### src/rtl/wb_stage.sv
// Writeback stage: retires non-load results at once and holds loads until read data
// returns. A load that waits too long is aborted and reported with a one-cycle error pulse.
module wb_stage #(
   parameter int unsigned LOAD_TIMEOUT = 64
) (
   input  logic        clk,
   input  logic        rst,
   input  logic        mem_valid_i,
   output logic        mem_ready_o,
   input  logic        mem_reg_we_i,
   input  logic [4:0]  mem_reg_waddr_i,
   input  logic [31:0] mem_result_i,
   input  logic        mem_is_load_i,
   input  logic [2:0]  mem_load_funct3_i,
   input  logic [1:0]  mem_addr_lo_i,
   input  logic        dmem_rvalid_i,
   input  logic [31:0] dmem_rdata_i,
   output logic        wb_reg_we_o,
   output logic [4:0]  wb_reg_waddr_o,
   output logic [31:0] wb_reg_wdata_o,
   output logic        wb_busy_o,
   output logic [4:0]  wb_pend_waddr_o,
   output logic        wb_load_err_o
);

   // Handshake: an instruction moves in on a cycle where mem_valid_i and mem_ready_o are both 1;
   // mem_ready_o is 1 exactly while IDLE, so upstream must hold its instruction otherwise.

   typedef enum logic {
      IDLE      = 1'b0,
      LOAD_WAIT = 1'b1
   } state_t;

   localparam logic [7:0] CNT_LAST = 8'(LOAD_TIMEOUT - 1);

   state_t      state_q, state_d;
   logic [7:0]  cnt_q, cnt_d;
   logic        cap_we_q, cap_we_d;
   logic [4:0]  cap_waddr_q, cap_waddr_d;
   logic [2:0]  cap_funct3_q, cap_funct3_d;
   logic [1:0]  cap_addr_lo_q, cap_addr_lo_d;
   logic        we_q, we_d;
   logic [4:0]  waddr_q, waddr_d;
   logic [31:0] wdata_q, wdata_d;
   logic        err_q, err_d;
   logic        accept;

   function automatic logic [31:0] extend_load(input logic [2:0]  funct3,
                                               input logic [1:0]  addr_lo,
                                               input logic [31:0] rdata);
      logic [7:0]  byte_sel;
      logic [15:0] half_sel;
      case (addr_lo)
         2'd0:    byte_sel = rdata[7:0];
         2'd1:    byte_sel = rdata[15:8];
         2'd2:    byte_sel = rdata[23:16];
         default: byte_sel = rdata[31:24];
      endcase
      half_sel = addr_lo[1] ? rdata[31:16] : rdata[15:0];
      case (funct3)
         3'b000:  return {{24{byte_sel[7]}}, byte_sel};
         3'b100:  return {24'h000000, byte_sel};
         3'b001:  return {{16{half_sel[15]}}, half_sel};
         3'b101:  return {16'h0000, half_sel};
         default: return rdata;
      endcase
   endfunction

   always_ff @(posedge clk or posedge rst) begin
      if (rst) begin
         state_q       <= IDLE;
         cnt_q         <= 8'd0;
         cap_we_q      <= 1'b0;
         cap_waddr_q   <= 5'd0;
         cap_funct3_q  <= 3'd0;
         cap_addr_lo_q <= 2'd0;
         we_q          <= 1'b0;
         waddr_q       <= 5'd0;
         wdata_q       <= 32'd0;
         err_q         <= 1'b0;
      end else begin
         state_q       <= state_d;
         cnt_q         <= cnt_d;
         cap_we_q      <= cap_we_d;
         cap_waddr_q   <= cap_waddr_d;
         cap_funct3_q  <= cap_funct3_d;
         cap_addr_lo_q <= cap_addr_lo_d;
         we_q          <= we_d;
         waddr_q       <= waddr_d;
         wdata_q       <= wdata_d;
         err_q         <= err_d;
      end
   end

   always_comb begin
      state_d       = state_q;
      cnt_d         = cnt_q;
      cap_we_d      = cap_we_q;
      cap_waddr_d   = cap_waddr_q;
      cap_funct3_d  = cap_funct3_q;
      cap_addr_lo_d = cap_addr_lo_q;
      we_d          = 1'b0;
      waddr_d       = waddr_q;
      wdata_d       = wdata_q;
      err_d         = 1'b0;
      accept        = mem_valid_i && (state_q == IDLE);
      case (state_q)
         IDLE: begin
            if (accept && mem_is_load_i) begin
               cap_we_d      = mem_reg_we_i;
               cap_waddr_d   = mem_reg_waddr_i;
               cap_funct3_d  = mem_load_funct3_i;
               cap_addr_lo_d = mem_addr_lo_i;
               cnt_d         = 8'd0;
               state_d       = LOAD_WAIT;
            end else if (accept && mem_reg_we_i && (mem_reg_waddr_i != 5'd0)) begin
               // Address/data only move on a real write so they hold otherwise.
               we_d    = 1'b1;
               waddr_d = mem_reg_waddr_i;
               wdata_d = mem_result_i;
            end
         end
         LOAD_WAIT: begin
            // Returning data beats the timeout when both land in the same cycle.
            if (dmem_rvalid_i) begin
               state_d = IDLE;
               if (cap_we_q && (cap_waddr_q != 5'd0)) begin
                  we_d    = 1'b1;
                  waddr_d = cap_waddr_q;
                  wdata_d = extend_load(cap_funct3_q, cap_addr_lo_q, dmem_rdata_i);
               end
            end else if (cnt_q == CNT_LAST) begin
               state_d = IDLE;
               err_d   = 1'b1;
            end else begin
               cnt_d = cnt_q + 8'd1;
            end
         end
         default: state_d = IDLE;
      endcase
   end

   always_comb begin
      mem_ready_o     = (state_q == IDLE);
      wb_busy_o       = (state_q == LOAD_WAIT);
      wb_pend_waddr_o = (state_q == LOAD_WAIT) ? cap_waddr_q : 5'd0;
      wb_reg_we_o     = we_q;
      wb_reg_waddr_o  = waddr_q;
      wb_reg_wdata_o  = wdata_q;
      wb_load_err_o   = err_q;
   end

endmodule

### config.mk
export PLATFORM = sky130hd
export DESIGN_NAME = wb_stage
export DESIGN_NICKNAME = d
export VERILOG_FILES = /design/src/rtl/wb_stage.sv
export SDC_FILE = /design/constraint.sdc
export NUM_CORES = 1
export LEC_CHECK = 0
export CORE_AREA = 2 2 117 119
export DETAILED_ROUTE_END_ITERATION = 6
export DIE_AREA = 0 0 119 121
export GPL_ROUTABILITY_DRIVEN = 0
export PLACE_DENSITY_LB_ADDON = 0.12
export SETUP_SLACK_MARGIN = 0.5
export SYNTH_ARGS = -nofsm -noshare
export SYNTH_HDL_FRONTEND = slang
export SYNTH_SLANG_ARGS = --single-unit
### constraint.sdc
create_clock -name clk -period 2.6 [get_ports clk]
set_input_delay 0.78 -clock clk [delete_from_list [all_inputs] [get_ports clk]]
set_output_delay 0.78 -clock clk [all_outputs]
set_load 0.05 [all_outputs]
==> results.md <==
* Status: completed
* Crit Path Class: in2reg
* Filler cells at 1306
* Yosys top cell by area: dfrtp_1
* Slew headroom at 60.8%
* Antenna violations before repair at 0
* Pin count of the biggest net entering global routing at 38
* Core area at 0.0131 mm²
* CTS tree: yes
* Yosys reg bits at 59
* Pre-Repair DR Iteration Count at 4
* Sequential cell area fraction in the yosys report at 45.5%
* Area occupied by multi-input gates at 0.00165 mm²
* Worst-path clk slew at 0.05 ns
* Synth top area share at 45.5%
* Peak supply drop at 484 µV
* FF-to-FF End: wb_reg_wdata_o[13]$_DFFE_PP0P_
* Later-pin clock latency in the skew report at 0.32 ns
* Hold path endpoint: wb_reg_wdata_o[12]$_DFFE_PP0P_
* Vias per cell at 4.71
* Die area at 0.0144 mm²
* Avg Cell Area, Syn at 8.81 µm²
* Fmax at 0.486 GHz
* Synth Net Count at 449
* Top cells by area, synth: dfrtp_1 46%, nand2_1 5.4%, a21oi_1 4.5%
* Slew Viols, Final at 0
* Pleak at 2.38 nW
* Reg2Reg Setup Slack at 0.64 ns
* DPL Wire Length at 8.36 mm
* Starting Density at 24.8%
* # diodes at 0
* Total power draw at 4.69 mW
* Clk sinks at 59
* Required time worst endpoint at 2.81 ns
* Commonest cells post-synth: 59 x dfrtp_1, 47 x nand2_1, 34 x nor2_1
* Hold Startpoint: wb_reg_wdata_o[12]$_DFFE_PP0P_
* Drt drc at 0
* Post-synth EDFFs at 0
* Layout area overhead at 62.3%
* Overflow after GRT at 0
* Worst hold slack at 0.470 ns
* Post-synth ARST share at 100%
* Mapped Area at 0.00324 mm²
* Final ANT Viol Nets at 0
* Top FF cell, synth: dfrtp_1
* Reg2reg path depth at 8
* Final Hold Fails at 0
* WHS Path Cells at 1
* Post-Synthesis Cells at 368
* Max-cap violations at 0
* Yosys cell types at 39
* Global-route wire length before repair at 18.7 mm
* Crit share post-route at 79.2%
* CP Capture Type: flop
* Worst Tran Pin Value at 0.586 ns
* Reg-to-Reg Start: wb_busy_o$_DFF_PP0_
* H-tree levels at 3
* Final WL at 11.8 mm
* Power density over the cells at 890 mW/mm²
* Crit path max fanout at 8
* Clock buffer depth at 2
* Final #Nets at 585
* Global Route Usage Sum at 16.9%
* I/O pin cnt at 126
* Die width at 119 µm
* Die height at 121 µm
* Port Buffer Count at 125
* Total number of vias at 3228
* FP Rows at 42
* DR WL/cell at 17.2 µm
* Clock Skew at 0.00504 ns
* Hold/Removal Path Class: reg2reg
* Layout cells sized above 1 at 15.9%
* CTS buffer count at 9
* Post-CTS Hold Fix Bufs at 0
* Root Buffer: clkbuf_16
* Number of synthesis warnings at 0
* Critical path data arrival time at 2.27 ns
* Vias in the first global route at 3300
* Crit path launch type: input pin
* RSZ-0062 raised after global routing: no
* DRT iter0 DRCs at 274
* Most frequent cell after synthesis: dfrtp_1
* Sequential Area at 0.00148 mm²
* Final min period at 2.06 ns
* # setup viols final at 0
-- worst max path at each step --
stage / cells after the start / endpoint / from / slack [ns]
4_1_cts: 6 / wb_reg_wdata_o[8]$_DFFE_PP0P_ / dmem_rdata_i[23] / 0.50
5_1_grt: 9 / wb_reg_wdata_o[4]$_DFFE_PP0P_ / mem_reg_waddr_i[2] / 0.49
3_5_place_dp: 7 / wb_reg_wdata_o[28]$_DFFE_PP0P_ / mem_reg_waddr_i[0] / -0.15
3_3_place_gp: 7 / wb_reg_wdata_o[28]$_DFFE_PP0P_ / mem_reg_waddr_i[0] / -0.11
2_1_floorplan: 4 / mem_ready_o / wb_busy_o$_DFF_PP0_ / 0.46
6_report: 6 / wb_reg_wdata_o[10]$_DFFE_PP0P_ / dmem_rdata_i[7] / 0.54
-- per-stage QoR --
step | util [%] | cell area, µm² | setup WS, ns | cells | setup TNS (ns)
6_report | 40.2 | 5270 | 0.541 | 685 | 0
5_1_grt | 40.2 | 5270 | 0.489 | 685 | 0
4_1_cts | 40.0 | 5230 | 0.500 | 685 | 0
3_5_place_dp | 36.9 | 4830 | -0.149 | 659 | -3.05
3_3_place_gp | 36.9 | 4830 | -0.110 | 659 | -3.16
2_1_floorplan | - | 3260 | 0.460 | 368 | 0
-- routing by layer --
metal | vias up | GRT usage [%] | wire length, µm
li1 | 1604 | - | -
met5 | - | 0 | 0
met3 | 8 | 3.43 | 668
met1 | 1519 | 23.7 | 5520
met2 | 97 | 26.3 | 5470
met4 | 0 | 4.91 | 101
-- power by group --
part | switching [mW] | total, mW | internal, mW
registers | 0.173 | 1.36 | 1.19
logic | 1.47 | 2.18 | 0.710
clock network | 0.406 | 1.15 | 0.740
total | 2.05 | 4.69 | 2.64
-- registers in the layout, indices dropped and copies added, names as in the netlist --
signal,count
cap_we_q,1
wb_reg_waddr_o,5
cap_funct3_q,3
cap_addr_lo_q,2
cnt_q,8
wb_busy_o,1
wb_reg_we_o,1
cap_waddr_q,5
wb_reg_wdata_o,32
wb_load_err_o,1
-- cells by family after synthesis --
logic type	count (synthesis)	share of synthesized area [%]
simple gates	146	21.2
compound gates	117	23.6
flops	59	45.5
buf+inv	35	5.90
mux	6	2.31
xor+xnor	4	1.08
fa+ha+maj	1	0.386
-- cells in the final DEF (no fill, tap or decap), types with 3 or more instances in the layout --
| cell | netlist | routed |
|---|---|---|
| a21o_1 | 10 | 10 |
| a22o_1 | 5 | 5 |
| dlygate4sd2_1 | 0 | 44 |
| o21ai_1 | 7 | 7 |
| inv_1 | 4 | 3 |
| o21ai_0 | 11 | 10 |
| clkbuf_16 | 0 | 9 |
| a2bb2oi_1 | 4 | 4 |
| o311ai_0 | 3 | 3 |
| clkbuf_1 | 17 | 4 |
| nand3_1 | 24 | 24 |
| nor2_1 | 34 | 34 |
| and2_4 | 0 | 3 |
| clkdlybuf4s50_1 | 0 | 70 |
| buf_4 | 2 | 18 |
| nor2b_1 | 8 | 8 |
| a22oi_1 | 6 | 5 |
| and2_2 | 0 | 3 |
| and3_1 | 20 | 20 |
| buf_12 | 0 | 13 |
| nand2_1 | 47 | 47 |
| dfrtp_1 | 59 | 58 |
| a21oi_1 | 29 | 29 |
| o21ai_2 | 7 | 8 |
| a211oi_2 | 0 | 6 |
| mux2i_1 | 3 | 3 |
| xor2_1 | 4 | 4 |
| a31oi_1 | 20 | 20 |
| a211oi_1 | 12 | 6 |
-- critical path: stages --
cell and delay [ns]:
clkdlybuf4s50_1 0.49, mux2_2 0.32, a22oi_2 0.20, o31a_4 0.23, a211oi_1 0.09, a21o_1 0.15
-- repair_timing --
item / 4_1_cts / 5_1_grt
pin swaps: 6 / 4
gates cloned: 4 / 0
endpoints found under the hold margin: 0 / 0
buffers inserted: 6 / 0
gates resized for setup: 67 / 13
endpoints found under the setup margin: 84 / 37
-- area by class of cell --
cell class                 count  area share [%]
tap                          176            4.18
clock buffer                  13            4.56
clock inverter                 3           0.760
timing repair buffer         152            29.7
multi-input combinational    274            31.4
inverter                       5           0.665
timing repair inverter         3           0.642
sequential                    59            28.1
Note: power is estimated with default switching activity, not from simulation.
